===== src/rtl/fib_blink_seq.sv =====
// Fibonacci term sequencer that blinks led_out term-value times per term.
// Built-in on/off/gap interval counters; start/stop control, busy/done status.
module fib_blink_seq #(
    parameter int DATA_WIDTH = 4,
    parameter int NUM_TERMS  = 5,
    parameter int ON_CYCLES  = 1600,
    parameter int OFF_CYCLES = 1599,
    parameter int GAP_CYCLES = 7997,
    parameter int CNT_WIDTH  = 13
) (
    input  logic                  clock_in,
    input  logic                  reset_in,
    input  logic                  start_in,
    input  logic                  stop_in,
    output logic                  led_out,
    output logic                  busy_out,
    output logic                  done_out,
    output logic [DATA_WIDTH-1:0] term_out,
    output logic [2:0]            state_out
);

    localparam int REM_W = (NUM_TERMS < 2) ? 1 : $clog2(NUM_TERMS + 1);

    localparam logic [CNT_WIDTH-1:0] ON_LAST  = CNT_WIDTH'(ON_CYCLES - 1);
    localparam logic [CNT_WIDTH-1:0] OFF_LAST = CNT_WIDTH'(OFF_CYCLES - 1);
    localparam logic [CNT_WIDTH-1:0] GAP_LAST = CNT_WIDTH'(GAP_CYCLES - 1);

    typedef enum logic [2:0] {
        S_IDLE = 3'd0,
        S_LOAD = 3'd1,
        S_ON   = 3'd2,
        S_OFF  = 3'd3,
        S_GAP  = 3'd4,
        S_NEXT = 3'd5,
        S_DONE = 3'd6
    } state_e;

    state_e                state;
    logic [DATA_WIDTH-1:0] f_prev;
    logic [DATA_WIDTH-1:0] f_cur;
    logic [DATA_WIDTH-1:0] f_sum;
    logic [DATA_WIDTH-1:0] blinks;
    logic [REM_W-1:0]      remaining;
    logic [CNT_WIDTH-1:0]  cnt;

    // Next Fibonacci term, wrapping modulo 2^DATA_WIDTH.
    assign f_sum = f_prev + f_cur;

    // Sequencer FSM: reset beats stop, stop beats start and every expiry.
    always_ff @(posedge clock_in) begin
        if (!reset_in) begin
            state     <= S_IDLE;
            f_prev    <= '0;
            f_cur     <= '0;
            blinks    <= '0;
            remaining <= '0;
            cnt       <= '0;
        end else if (stop_in) begin
            state <= S_IDLE;
        end else begin
            case (state)
                S_IDLE: begin
                    if (start_in) begin
                        state <= S_LOAD;
                        cnt   <= '0;
                    end
                end
                S_LOAD: begin
                    f_prev    <= '0;
                    f_cur     <= DATA_WIDTH'(1);
                    remaining <= REM_W'(NUM_TERMS);
                    blinks    <= DATA_WIDTH'(1);
                    cnt       <= '0;
                    state     <= S_ON;
                end
                S_ON: begin
                    if (cnt == ON_LAST) begin
                        blinks <= blinks - DATA_WIDTH'(1);
                        cnt    <= '0;
                        state  <= S_OFF;
                    end else begin
                        cnt <= cnt + CNT_WIDTH'(1);
                    end
                end
                S_OFF: begin
                    if (cnt == OFF_LAST) begin
                        cnt   <= '0;
                        state <= (blinks == '0) ? S_GAP : S_ON;
                    end else begin
                        cnt <= cnt + CNT_WIDTH'(1);
                    end
                end
                S_GAP: begin
                    if (cnt == GAP_LAST) begin
                        cnt   <= '0;
                        state <= S_NEXT;
                    end else begin
                        cnt <= cnt + CNT_WIDTH'(1);
                    end
                end
                S_NEXT: begin
                    f_prev    <= f_cur;
                    f_cur     <= f_sum;
                    remaining <= remaining - REM_W'(1);
                    cnt       <= '0;
                    if (remaining == REM_W'(1)) begin
                        state <= S_DONE;
                    end else begin
                        blinks <= f_sum;
                        // A wrapped-to-zero term shows only its gap.
                        state  <= (f_sum != '0) ? S_ON : S_GAP;
                    end
                end
                S_DONE: begin
                    cnt   <= '0;
                    state <= S_IDLE;
                end
                default: begin
                    cnt   <= '0;
                    state <= S_IDLE;
                end
            endcase
        end
    end

    // Outputs decode the state register and f_cur only.
    always_comb begin
        led_out   = (state == S_ON);
        busy_out  = (state == S_LOAD) || (state == S_ON) ||
                    (state == S_OFF)  || (state == S_GAP) ||
                    (state == S_NEXT);
        done_out  = (state == S_DONE);
        term_out  = f_cur;
        state_out = state;
    end

endmodule

===== config.mk =====
export PLATFORM = sky130hd
export DESIGN_NAME = fib_blink_seq
export DESIGN_NICKNAME = d
export VERILOG_FILES = /design/src/rtl/fib_blink_seq.sv
export SDC_FILE = /design/constraint.sdc
export NUM_CORES = 1
export LEC_CHECK = 0
export BUFFER_PORTS_ARGS = -buffer_cell sky130_fd_sc_hd__buf_4
export CELL_PAD_IN_SITES_DETAIL_PLACEMENT = 1
export CELL_PAD_IN_SITES_GLOBAL_PLACEMENT = 1
export CORE_ASPECT_RATIO = 2
export CORE_MARGIN = 4
export CORE_UTILIZATION = 46
export DETAILED_ROUTE_END_ITERATION = 7
export PLACE_DENSITY = 0.78
export SKIP_LAST_GASP = 1
export SLEW_MARGIN = 40
export SYNTH_ARGS = -nofsm -noshare
export SYNTH_HDL_FRONTEND = slang
export SYNTH_SLANG_ARGS = --single-unit

===== constraint.sdc =====
create_clock -name clock_in -period 2.29 [get_ports clock_in]
set_input_delay 0.1145 -clock clock_in [delete_from_list [all_inputs] [get_ports clock_in]]
set_output_delay 0.1145 -clock clock_in [all_outputs]
set_load 0.1 [all_outputs]

After elaboration in Yosys (flattened, before gate mapping)
Cells that the tools add are included.
{"block": "op_classes", "addsub": 4, "eq_ne": 15, "n_mux": 19, "bitwise": 2, "reduce_logical": 14}
{"cell": "$mux W13", "count": 4}
{"cell": "$pmux W13 S4", "count": 1}
{"cell": "$eq A13 B11 Y1 const B", "count": 2}
{"cell": "$mux W3", "count": 7}
{"cell": "$pmux W3 S6", "count": 1}
{"cell": "$pmux W4 S2", "count": 2}
{"cell": "$add A13 B1 Y13 const B", "count": 1}
{"cell": "$eq A13 B13 Y1 const B", "count": 1}
{"cell": "$pmux W4 S3", "count": 1}
{"cell": "$eq A3 B3 Y1 const B", "count": 3}
{"cell": "$mux W4", "count": 2}
{"cell": "$ne A2 B2 Y1 const B", "count": 4}
{"cell": "$reduce_and A4 Y1", "count": 2}
{"cell": "$eq A3 B1 Y1 const B", "count": 2}
{"cell": "$eq A3 B2 Y1 const B", "count": 2}
{"cell": "$pmux W3 S2", "count": 1}
{"cell": "$add A4 B4 Y4", "count": 1}
{"cell": "$logic_not A4 Y1", "count": 1}
{"cell": "$logic_or A1 B1 Y1", "count": 4}
{"cell": "$reduce_and A2 Y1", "count": 2}
{"cell": "$reduce_bool A4 Y1", "count": 1}
{"cell": "$sub A4 B1 Y4 const B", "count": 1}
{"cell": "$logic_not A3 Y1", "count": 1}
{"cell": "$reduce_bool A3 Y1", "count": 1}
{"cell": "5 further kinds", "count": 6}
{"block": "word_totals", "ff_bits": 31, "inputBits": 4, "output_inout_bits": 10, "elab_cells": 60}

Depth between registers and ports, before layout
Gate-level depths: netlist (run 1).
{"block": "depth", "ltp_word": 5, "mapped_depth": 8, "mapped_depth_nobuf": 7}

Worst setup path before layout (run 1)
Ideal clock, no wire load.
{"block": "synth_path", "path_type": "register to output", "start": "register state[2] (netlist: state_out[2])", "end": "output busy_out", "t_arrival_ns": 3.094, "required_time_ns": 2.176, "path_slack_ns": -0.918, "stages_incl_launch_ff": 5, "n_path_buf": 2, "cell_sequence": "dfxtp_1 clkbuf_2 clkbuf_1 nor3_1 a21oi_1"}
{"block": "synth_via", "elab_chain_cells": 5, "elab_cells_between_ends": 9, "cone_classes": "5 x eq/ne; 4 x reduce/logical"}
{"item": "start: declaration", "line_no": "38", "text": "state_e state;"}
{"item": "start signal: assignment", "line_no": "88", "text": "state <= (blinks == '0) ? S_GAP : S_ON;"}
{"item": "start signal: assignment", "line_no": "111", "text": "state <= (f_sum != '0) ? S_ON : S_GAP;"}
{"item": "$eq A3 B1 Y1 / $eq A3 B2 Y1 (equally long branches)", "line_no": "129", "text": "busy_out = (state == S_LOAD) || (state == S_ON) ||"}
{"item": "$logic_or A1 B1 Y1 (2 in series)", "line_no": "129"}
{"item": "$logic_or A1 B1 Y1", "line_no": "130", "text": "(state == S_OFF) || (state == S_GAP) ||"}
{"item": "$logic_or A1 B1 Y1 (*)", "line_no": "130"}
{"item": "end: declaration", "line_no": "16", "text": "output logic busy_out,"}
Mark *: on every way between the ends. The rest lies on a longest branch, timed or not.

Final worst setup path (run 1)
{"block": "layout_path", "start": "register f_cur[0] (netlist: term_out[0])", "end": "register state[1] (netlist: state_out[1])"}
{"block": "layout_via", "elab_chain_cells": 5}
{"item": "start: declaration", "line_no": "40", "text": "logic [DATA_WIDTH-1:0] f_cur;"}
{"item": "start signal: assignment", "line_no": "103", "text": "f_cur <= f_sum;"}
{"item": "$add A4 B4 Y4", "line_no": "47", "text": "assign f_sum = f_prev + f_cur;"}
{"item": "$reduce_bool A4 Y1", "line_no": "111"}
{"item": "$mux W3", "line_no": "111"}
{"item": "$mux W3", "line_no": "106", "text": "if (remaining == REM_W'(1)) begin"}
{"item": "$pmux W3 S6", "line_no": "61", "text": "case (state)"}
Every way passes these cells.
A chain may end at the register's enable or synchronous reset.

==> results by group, run 1 <==
Clock tree
  • # clock sinks: 31
  • Root buffer cell: clkbuf_8
  • H-tree depth: 2
  • CTS buffer count: 5
  • Setup bufs post-CTS: 0
  • Post_cts resized: 0
  • TritonCTS clock tree: built
  • Clock Latency Late Sink: 0.28 ns
  • Clock Path Buffers: 2
  • Clock transition at the registers of the reported paths: 0.07 ns
  • Hold-fix buffers, CTS: 0

Synthesis
  • Synth Net Count: 225
  • Post-synthesis sequential area ratio: 32.9%
  • Ranking of synthesized cells by area: dfxtp_1, ha_1, xor2_1
  • Commonest cells post-synth: dfxtp_1, nor2_1, nand2_1
  • Number of enable flip-flop cells after synthesis: 0
  • Seq cells post-synth: 31
  • Distinct cells, synth: 55
  • Synth Cell Area: 0.00188 mm2
  • Share of synthesized registers carrying an async set or reset: 0%
  • Syn_area_per_cell: 8.97 um2
  • Most frequent cell after synthesis: dfxtp_1
  • Synth area leader: dfxtp_1
  • Synth Flop Type: dfxtp_1
  • Synth warn: 0
  • Gate Count Post-Synth: 210
  • Share of the synthesized area in the top cell type: 32.9%

Timing
  • Measured slew at the worst slew-check pin: 0.665 ns
  • Max-slew headroom: 55.2%
  • Final period demand of the worst path: 1.99 ns
  • Fmax: 502 MHz
  • Final Hold Fails: 0
  • Crit share post-route: 86.9%
  • Slew Limit Fails: 0
  • RSZ-0062 raised after global routing: false
  • Sum Neg Setup Slack: 0 ns
  • Clk_skew: 0.00438 ns
  • # setup viols final: 0

Global route
  • Global-route wire length before repair: 8450 um
  • Remaining Overflow, GRT: 0
  • Largest net degree at the start of global routing: 19
  • Number of global-route vias before repair: 1,816
  • Total track usage: 21.2%
  • Initial antenna violation count: 0

Status
  • Status: finished clean

Floorplanning
  • Num rows: 32
  • Die W: 53.3 um
  • Starting Density: 48.0%
  • I/O pin cnt: 14
  • Core area: 0.00392 mm2
  • Die area: 0.00525 mm2
  • Die Height: 98.5 um

Place
  • Post-DP HPWL: 3830 um
  • Placer Congestion: 0.723
  • Port bufs: 13

Worst setup path
  • Crit Path Class: reg -> reg
  • Worst R2R Path Depth: 5
  • Setup crit end kind: flip-flop
  • Reg-to-Reg Start: term_out[0]$_SDFFE_PN0P_
  • Startpoint Class: flip-flop
  • WP depth: 5
  • Cells along the critical path: ha_1 -> fa_1 -> or4_1 -> o21ai_0 -> a21oi_1
  • R2R setup slack: 0.30 ns
  • Slowest CP cell: or4_1
  • Worst endpoint required time: 2.45 ns
  • Critical path's largest stage delay: 0.55 ns
  • Worst path bufs/invs: 0
  • Worst EP arrival: 2.16 ns
  • Max FO, Critical Path: 4
  • Crit Reg-Reg Endpoint: state_out[1]$_SDFFE_PP0P_
  • Crit path max-delay family: adder cells

Pwr
  • Power Density: 546 mW/mm2
  • Leakage: 0.794 nW
  • Peak supply drop: 0.307 mV

Cells and area
  • Ant diodes: 0
  • Nets@finish: 240
  • Final Core Density: 54.7%
  • Synth-to-layout area growth: 13.9%
  • Layout cells sized above 1: 19.9%

Routing
  • WL/cell: 17.8 um
  • Drt first-iter violations: 15
  • Via count: 1,634
  • Post-route ant nets: 0
  • Drt first pass iters: 4
  • Vias per cell: 5.90
  • Residual DRC count: 0
  • Post-Route WL: 4920 um

Worst hold path
  • Worst hold stages: 2
  • Hold wc startpoint: reset_in
  • Hold WC Path Type: in -> reg
  • WHS Endpoint: term_out[3]$_SDFFE_PN0P_

Run
  • Max_cap viols: 0
## worst register-to-register path: cells and delay by family (launching register included)
family                   cells  cell delay, ns
flip-flops                   1            0.34
AND/OR/NAND/NOR              1            0.55
adder cells (fa/ha/maj)      2            0.75
AO/OA/AOI/OAI                2            0.24
## layer usage
layer / up-vias / global-route usage, % / share of wire, %
met2: 30 / 40.7 / 59
met1: 810 / 19.9 / 35
met4: 0 / 8.86 / 2.6
met5: - / 0 / 0
li1: 781 / - / -
met3: 13 / 4.39 / 3.2
## cell type report
| type | instances | area [um2] |
|---|---|---|
| Clock buffer | 8 | 100 |
| Timing Repair Buffer | 16 | 120 |
| Multi-Input combinational cell | 161 | 1190 |
| Sequential cell | 31 | 628 |
| Tap cell | 51 | 63.8 |
| Inverter | 10 | 41.3 |
| Fill cell | 512 | 1780 |
## kinds of logic (layout without fill, tap and decap cells)
family	Yosys count	after routing	share of synthesized area [%]
flip-flops	31	31	32.9
adder cells (fa/ha/maj)	11	11	7.70
AND/OR/NAND/NOR	88	88	29.1
multiplexers	2	2	1.06
buffers and inverters	18	34	4.78
XOR/XNOR	13	13	6.77
AO/OA/AOI/OAI	47	47	17.7
## through the flow
step | instance area [um2] | power (mW) | hold slack [ns] | instances | setup slack, ns
6_report | 2150 | 1.17 | 0.183 | 277 | 0.299
5_1_grt | 2150 | 1.22 | 0.191 | 277 | 0.156
4_1_cts | 2150 | 1.19 | 0.174 | 277 | 0.327
3_5_place_dp | 2050 | 0.709 | 0.472 | 269 | 0.337
3_3_place_gp | 2050 | 0.701 | 0.446 | 269 | 0.384
2_1_floorplan | 1910 | 0.674 | 0.243 | 210 | 0.0461
## report_power, final
| group | switching (mW) | internal, mW | leakage (nW) | total (mW) |
|---|---|---|---|---|
| logic | 0.0899 | 0.0428 | 0.490 | 0.133 |
| clock network | 0.200 | 0.274 | 0.0515 | 0.474 |
| registers | 0.0161 | 0.548 | 0.253 | 0.564 |
## worst max path at each step
stage / startpoint / end
after CTS: term_out[0]$_SDFFE_PN0P_ / state_out[1]$_SDFFE_PP0P_
after global placement: term_out[0]$_SDFFE_PN0P_ / state_out[1]$_SDFFE_PP0P_
after global routing: term_out[0]$_SDFFE_PN0P_ / state_out[1]$_SDFFE_PP0P_
after floorplan: state_out[2]$_SDFFE_PP0P_ / blinks[2]$_SDFFE_PN0P_
after detailed placement: term_out[0]$_SDFFE_PN0P_ / state_out[1]$_SDFFE_PP0P_
final: term_out[0]$_SDFFE_PN0P_ / state_out[1]$_SDFFE_PP0P_
## cells in the final DEF (no fill, tap or decap), types with 4 or more instances in the layout
| master | instances |
|---|---|
| dfxtp_1 | 25 |
| nor2_1 | 18 |
| buf_4 | 16 |
| nand2_1 | 15 |
| a21oi_1 | 12 |
| ha_1 | 10 |
| inv_1 | 9 |
| xor2_1 | 9 |
| o21ai_0 | 9 |
| nor2b_1 | 8 |
| nand3_1 | 8 |
| clkbuf_8 | 7 |
| dfxtp_2 | 6 |
| nand2b_1 | 5 |
| nor4_1 | 4 |
| a22oi_1 | 4 |
## flip-flops by register name, summed over array words and instances (netlist names)
signal     cells
blinks         4
cnt           13
f_prev         4
remaining      3
state_out      3
term_out       4
(Power assumes the default switching activity.)
==> run 2: changes to the inputs <==
CORE_UTILIZATION = 45   (was 46)
PLACE_DENSITY = 0.77   (was 0.78)
SKIP_CTS_REPAIR_TIMING = 1   (was unset)
==> run 2 against run 1 <==
Compared with the run above: global-route usage decreased by 0.40 points; cell count unchanged; worst hold slack got worse by 0.0025 ns; core utilization decreased by 2.5 points; power decreased by 3.7%; die area increased by 2.0%; clock power decreased by 8.0%; routed wire length decreased by 2.7%; critical path type unchanged; highest routed layer unchanged.
==> results by group, run 2 (synthesis gave the netlist of run 1 again) <==
Status
  • Status: finished clean

Routing
  • Drt first pass iters: 3 (-1)
  • Post-route ant nets: 0 (unchanged)
  • Residual DRC count: 0 (unchanged)
  • Drt first-iter violations: 15 (unchanged)
  • WL/cell: 17.3 um (-2.7%)
  • Via count: 1,575 (-3.6%)
  • Vias per cell: 5.69 (-3.6%)
  • Post-Route WL: 4790 um (-2.7%)

Cells and area
  • Nets@finish: 240 (unchanged)
  • Max reg flops: 13 (unchanged)
  • Most common cell after layout, fill and taps aside: dfxtp_1
  • Layout cells sized above 1: 20.0% (+0.088 points)
  • Ant diodes: 0 (unchanged)
  • Synth-to-layout area growth: 13.3%
  • Most frequent cells in the layout: dfxtp_1, nor2_1, buf_4
  • Reg with most FFs: cnt
  • Fill count: 471 (-8.0%)

Pwr
  • Final Total Pwr: 1.13 mW (-3.7%)
  • Power Density: 529 mW/mm2 (-3.2%)
  • Leakage: 0.790 nW (-0.56%)
  • Peak supply drop: 0.486 mV (+58%)

Worst setup path
  • Worst EP arrival: 2.18 ns (+0.02 ns)
  • Crit Reg-Reg Endpoint: state_out[1]$_SDFFE_PP0P_
  • WP depth: 6 (+1)
  • Worst path bufs/invs: 0 (unchanged)
  • Reg-to-Reg Start: term_out[0]$_SDFFE_PN0P_
  • Worst R2R Path Depth: 6 (+1)
  • Crit Path Class: reg -> reg
  • Cells along the critical path: ha_1 -> fa_1 -> xor2_1 -> or4_1 -> o21ai_0 -> a21oi_1
  • Crit path max-delay family: adder cells
  • Slowest CP cell: or4_1
  • Setup crit end kind: flip-flop
  • Worst endpoint required time: 2.46 ns (about the same)
  • Max FO, Critical Path: 4 (unchanged)
  • Critical path's largest stage delay: 0.49 ns (-0.06 ns)
  • R2R setup slack: 0.28 ns (-0.02 ns)
  • Startpoint Class: flip-flop

Global route
  • Initial antenna violation count: 0 (unchanged)
  • Number of global-route vias before repair: 1,782 (-1.9%)
  • Largest net degree at the start of global routing: 19 (unchanged)
  • Remaining Overflow, GRT: 0 (unchanged)
  • Global-route wire length before repair: 8190 um (-3.1%)
  • Total track usage: 20.8% (-0.40 points)

Clock tree
  • Clock transition at the registers of the reported paths: 0.07 ns (about the same)
  • Clock Latency Late Sink: 0.28 ns (about the same)
  • Clock Path Buffers: 2 (unchanged)
  • TritonCTS clock tree: built
  • Root buffer cell: clkbuf_8
  • H-tree depth: 2 (unchanged)
  • CTS buffer count: 5 (unchanged)
  • # clock sinks: 31 (unchanged)

Timing
  • Hold WS: 0.181 ns (-0.00248 ns)
  • Sum Neg Setup Slack: 0 ns (unchanged)
  • Clk_skew: 0.00651 ns (+0.00212 ns)
  • Final period demand of the worst path: 2.01 ns (+0.0237 ns)
  • # setup viols final: 0 (unchanged)
  • Fmax: 496 MHz (-1.2%)
  • Final Hold Fails: 0 (unchanged)
  • Measured slew at the worst slew-check pin: 0.578 ns (-0.0875 ns)
  • Crit share post-route: 88.0% (+1.0 points)
  • RSZ-0062 raised after global routing: false
  • Max-slew headroom: 61.4% (+6.1 points)
  • Slew Limit Fails: 0 (unchanged)

Floorplanning
  • Die W: 53.8 um (+0.94%)
  • Die Height: 99.5 um (+1.0%)
  • Core area: 0.00409 mm2 (+4.2%)
  • Starting Density: 46.1% (-1.9 points)
  • Die area: 0.00535 mm2 (+2.0%)
  • I/O pin cnt: 14 (unchanged)
  • Num rows: 33 (+3.1%)

Place
  • Placer Congestion: 0.780 (+7.8%)
  • Post-DP HPWL: 3800 um (-0.75%)
  • Port bufs: 13 (unchanged)

Worst hold path
  • Hold wc startpoint: reset_in
  • WHS Endpoint: term_out[3]$_SDFFE_PN0P_
  • Worst hold stages: 2 (unchanged)
  • Hold WC Path Type: in -> reg

Run
  • Max_cap viols: 0 (unchanged)
## run 2: cell count changes in the layout (fill, tap and decap cells not counted), sizes merged
cell / delta
clkbuf: -2
clkinv: +1
## run 2: worst max-delay path by stage
stage | start | to
2_1_floorplan | state_out[2]$_SDFFE_PP0P_ | blinks[2]$_SDFFE_PN0P_
3_3_place_gp | term_out[0]$_SDFFE_PN0P_ | state_out[1]$_SDFFE_PP0P_
3_5_place_dp | term_out[0]$_SDFFE_PN0P_ | state_out[1]$_SDFFE_PP0P_
4_1_cts | term_out[0]$_SDFFE_PN0P_ | state_out[1]$_SDFFE_PP0P_
5_1_grt | term_out[0]$_SDFFE_PN0P_ | state_out[1]$_SDFFE_PP0P_
6_report | term_out[0]$_SDFFE_PN0P_ | state_out[1]$_SDFFE_PP0P_
## run 2: final cells by class
class                      count  area, um2  share of cell area (%)
timing repair buffer          16        120                    5.63
sequential                    31        628                    29.4
inverter                      10       41.3                    1.93
clock buffer                   6       82.6                    3.87
tap                           52       65.1                    3.05
clock inverter                 1       5.00                   0.234
multi-input combinational    161       1190                    55.9
## run 2: routing by layer
metal / up-vias / track usage (%) / wire length [um]
met5: - / 0 / 0
met3: 10 / 3.30 / 102
li1: 775 / - / -
met2: 18 / 41.0 / 2900
met4: 0 / 9.45 / 138
met1: 772 / 18.6 / 1650
## run 2: power by group
group	switching, mW	total [mW]	internal [mW]
Clock	0.200	0.436	0.235
Combinational	0.0863	0.129	0.0423
Sequential	0.0158	0.564	0.548
## run 2: metrics by stage
step	setup WS, ns	instance area [um2]	cells	util (%)
after floorplan	0.0461	1910	210	-
after global placement	0.364	2050	270	50.1
after detailed placement	0.279	2050	270	50.1
after CTS	0.279	2130	277	52.2
after global routing	0.122	2130	277	52.2
final	0.275	2130	277	52.2
==> run 3: changes to the inputs <==
ABC_AREA = 1   (was unset)
CORE_UTILIZATION = 43   (was 45)
PLACE_DENSITY = 0.78   (was 0.77)
==> run 3 against run 2 <==
Compared with the run above: synthesized cell count rose by 35%; setup slack improved by 0.18 ns; core utilization shrank 2.1 points; die area rose by 6.3%; sequential cell count did not move; combinational power barely moved; critical path type unchanged; global-route usage increased by 0.75 points; clock skew decreased by 0.00056 ns; clock power is 3% lower.
==> results by group, run 3 <==
Routing
  • Via count: 1,887 (+20%)
  • Residual DRC count: 0 (unchanged)
  • Drt first pass iters: 4 (+1)
  • Vias per cell: 5.29 (-7.0%)
  • Drt first-iter violations: 35 (+20)
  • WL/cell: 15.4 um (-11%)
  • Post-route ant nets: 0 (unchanged)
  • Post-Route WL: 5480 um (+14%)

Timing
  • Final setup margin: 0.458 ns (+0.182 ns)
  • Crit share post-route: 80.0% (-8.0 points)
  • Slew Limit Fails: 0 (unchanged)
  • # setup viols final: 0 (unchanged)
  • Measured slew at the worst slew-check pin: 0.405 ns (-0.173 ns)
  • Max-slew headroom: 73.0% (+12 points)
  • Final period demand of the worst path: 1.83 ns (-0.182 ns)
  • Final Hold Fails: 0 (unchanged)
  • Hold WS: 0.190 ns (+0.00941 ns)
  • Clk_skew: 0.00595 ns (-0.000559 ns)
  • Sum Neg Setup Slack: 0 ns (unchanged)
  • Fmax: 546 MHz (+10%)
  • RSZ-0062 raised after global routing: false

Synthesis
  • Share of the synthesized area in the top cell type: 32.2% (-0.75 points)
  • Ranking of synthesized cells by area: dfxtp_1, nand2_1, inv_1
  • Synth Flop Type: dfxtp_1
  • Synth warn: 0 (unchanged)
  • Commonest cells post-synth: nand2_1, inv_1, nor2_1
  • Number of enable flip-flop cells after synthesis: 0 (unchanged)
  • Share of synthesized registers carrying an async set or reset: 0% (unchanged)
  • Synth Net Count: 299 (+33%)
  • Distinct cells, synth: 29 (-47%)
  • Syn_area_per_cell: 6.79 um2 (-24%)
  • Most frequent cell after synthesis: nand2_1
  • Synth Cell Area: 0.00193 mm2 (+2.3%)
  • Post-synthesis sequential area ratio: 32.2% (-0.75 points)
  • Synth area leader: dfxtp_1
  • Seq cells post-synth: 31 (unchanged)
  • Gate Count Post-Synth: 284 (+35%)

Worst hold path
  • Hold WC Path Type: in -> reg

Worst setup path
  • Worst endpoint required time: 2.50 ns (+0.04 ns)
  • Max FO, Critical Path: 4 (unchanged)
  • Worst EP arrival: 2.05 ns (-0.13 ns)
  • Setup crit end kind: flip-flop
  • Slowest CP cell: fa_1
  • Cells along the critical path: ha_1 -> fa_1 -> inv_1 -> nand2_1 -> nor2_1 -> nand3_1 -> nand2_1 -> nand2_1 -> nand2_1 -> nand2_1 -> a21oi_1
  • Worst path bufs/invs: 1 (+1)
  • Startpoint Class: flip-flop
  • Crit-path most repeated cell: nand2_1
  • Critical path's largest stage delay: 0.44 ns (-0.05 ns)
  • Crit path max-delay family: adder cells
  • Crit Path Class: reg -> reg

Clock tree
  • Clock transition at the registers of the reported paths: 0.07 ns (about the same)
  • Clock Path Buffers: 2 (unchanged)
  • Clock Latency Late Sink: 0.28 ns (about the same)
  • # clock sinks: 31 (unchanged)
  • CTS buffer count: 5 (unchanged)
  • TritonCTS clock tree: built
  • Root buffer cell: clkbuf_8
  • H-tree depth: 2 (unchanged)

Place
  • Port bufs: 13 (unchanged)
  • Place WS: 0.488 ns (+0.209 ns)
  • Post-DP HPWL: 4500 um (+19%)
  • Placer Congestion: 0.818 (+4.9%)

Floorplanning
  • Starting Density: 44.4% (-1.7 points)
  • Core area: 0.00434 mm2 (+6.2%)
  • Die W: 55.4 um (+3.0%)
  • I/O pin cnt: 14 (unchanged)
  • Num rows: 34 (+3.0%)
  • Die Height: 103 um (+3.2%)
  • Die area: 0.00568 mm2 (+6.3%)

Global route
  • Remaining Overflow, GRT: 0 (unchanged)
  • Initial antenna violation count: 0 (unchanged)
  • Total track usage: 21.5% (+0.75 points)
  • Global-route wire length before repair: 9530 um (+16%)
  • Number of global-route vias before repair: 2,097 (+18%)
  • Largest net degree at the start of global routing: 15 (-4)

Cells and area
  • Final Core Density: 50.1% (-2.1 points)
  • Most common cell after layout, fill and taps aside: nand2_1
  • Most frequent cells in the layout: nand2_1, inv_1, nor2_1
  • Layout cells sized above 1: 18.2% (-1.8 points)
  • Nets@finish: 317 (+32%)
  • Synth-to-layout area growth: 12.8%
  • Ant diodes: 0 (unchanged)
  • Max reg flops: 13 (unchanged)
  • Reg with most FFs: cnt
  • Fill count: 617 (+31%)

Pwr
  • Peak supply drop: 0.287 mV (-41%)
  • Leakage: 0.965 nW (+22%)
  • Power Density: 510 mW/mm2 (-3.6%)

Status
  • Status: finished clean

Run
  • Max_cap viols: 0 (unchanged)
## run 3: changes by cell type in the layout (fill, tap and decap cells not counted), sizes merged, moves of 3 or more
| cell | delta |
|---|---|
| a21boi | -3 |
| a21oi | +3 |
| and3 | -3 |
| buf | -3 |
| inv | +36 |
| nand2 | +64 |
| nand2b | -5 |
| nand3 | +15 |
| nand3b | -3 |
| nor2 | +22 |
| nor2b | -8 |
| nor4 | -6 |
| o22ai | +3 |
| xor2 | -7 |
## run 3: worst register-to-register path, delay by kind of cell (launching register included)
family / cells / cell delay (ns)
compound gates: 1 / 0.12
fa+ha+maj: 2 / 0.66
buf+inv: 1 / 0.12
flops: 1 / 0.34
simple gates: 7 / 0.53
## run 3: per-layer routing
layer / global-route usage [%] / vias to the layer above / wire length, um
met2: 46.4 / 26 / 3360
met1: 17.4 / 896 / 1790
met3: 2.26 / 16 / 92
met5: 0 / - / 0
met4: 13.9 / 0 / 233
li1: - / 949 / -
## run 3: final cells by class
type	instances	area (um2)	share of cell area, %
well taps	54	67.6	3.11
multi-input cells	206	1130	52.1
repair buffers	13	97.6	4.49
inverters	45	169	7.76
clock buffers	5	68.8	3.16
clock inverters	3	15.0	0.690
flip-flops and latches	31	624	28.7
## run 3: final timing paths
path                                                from                   endpoint  slack [ns]  cells after the start
worst max-delay path            term_out[0]$_SDFFE_PN0P_  state_out[2]$_SDFFE_PP0P_        0.46                     11
worst max register to register  term_out[0]$_SDFFE_PN0P_  state_out[2]$_SDFFE_PP0P_        0.46                     11
worst min-delay path                            reset_in   term_out[0]$_SDFFE_PN0P_        0.19                      3
worst min register to register    blinks[1]$_SDFFE_PN0P_     blinks[1]$_SDFFE_PN0P_        0.47                      2
## run 3: stage by stage
step                      std cells  power, mW  instance area [um2]
after global routing            357       1.16                 2180
after floorplan                 284      0.659                 1930
final                           357       1.11                 2180
after CTS                       357       1.13                 2180
after global placement          349      0.696                 2090
after detailed placement        349      0.698                 2090
## run 3: logic make-up after synthesis
family,count (synthesis),share of synthesized area (%)
AO/OA/AOI/OAI,41,12.3
XOR/XNOR,3,1.36
adder cells (fa/ha/maj),11,7.53
buffers and inverters,47,9.15
flip-flops,31,32.2
AND/OR/NAND/NOR,151,37.4
## run 3: where the power goes
group          internal (mW)  leakage [nW]  switching, mW
Clock                  0.208        0.0477          0.217
Combinational         0.0341         0.665         0.0973
Sequential             0.546         0.252        0.00691
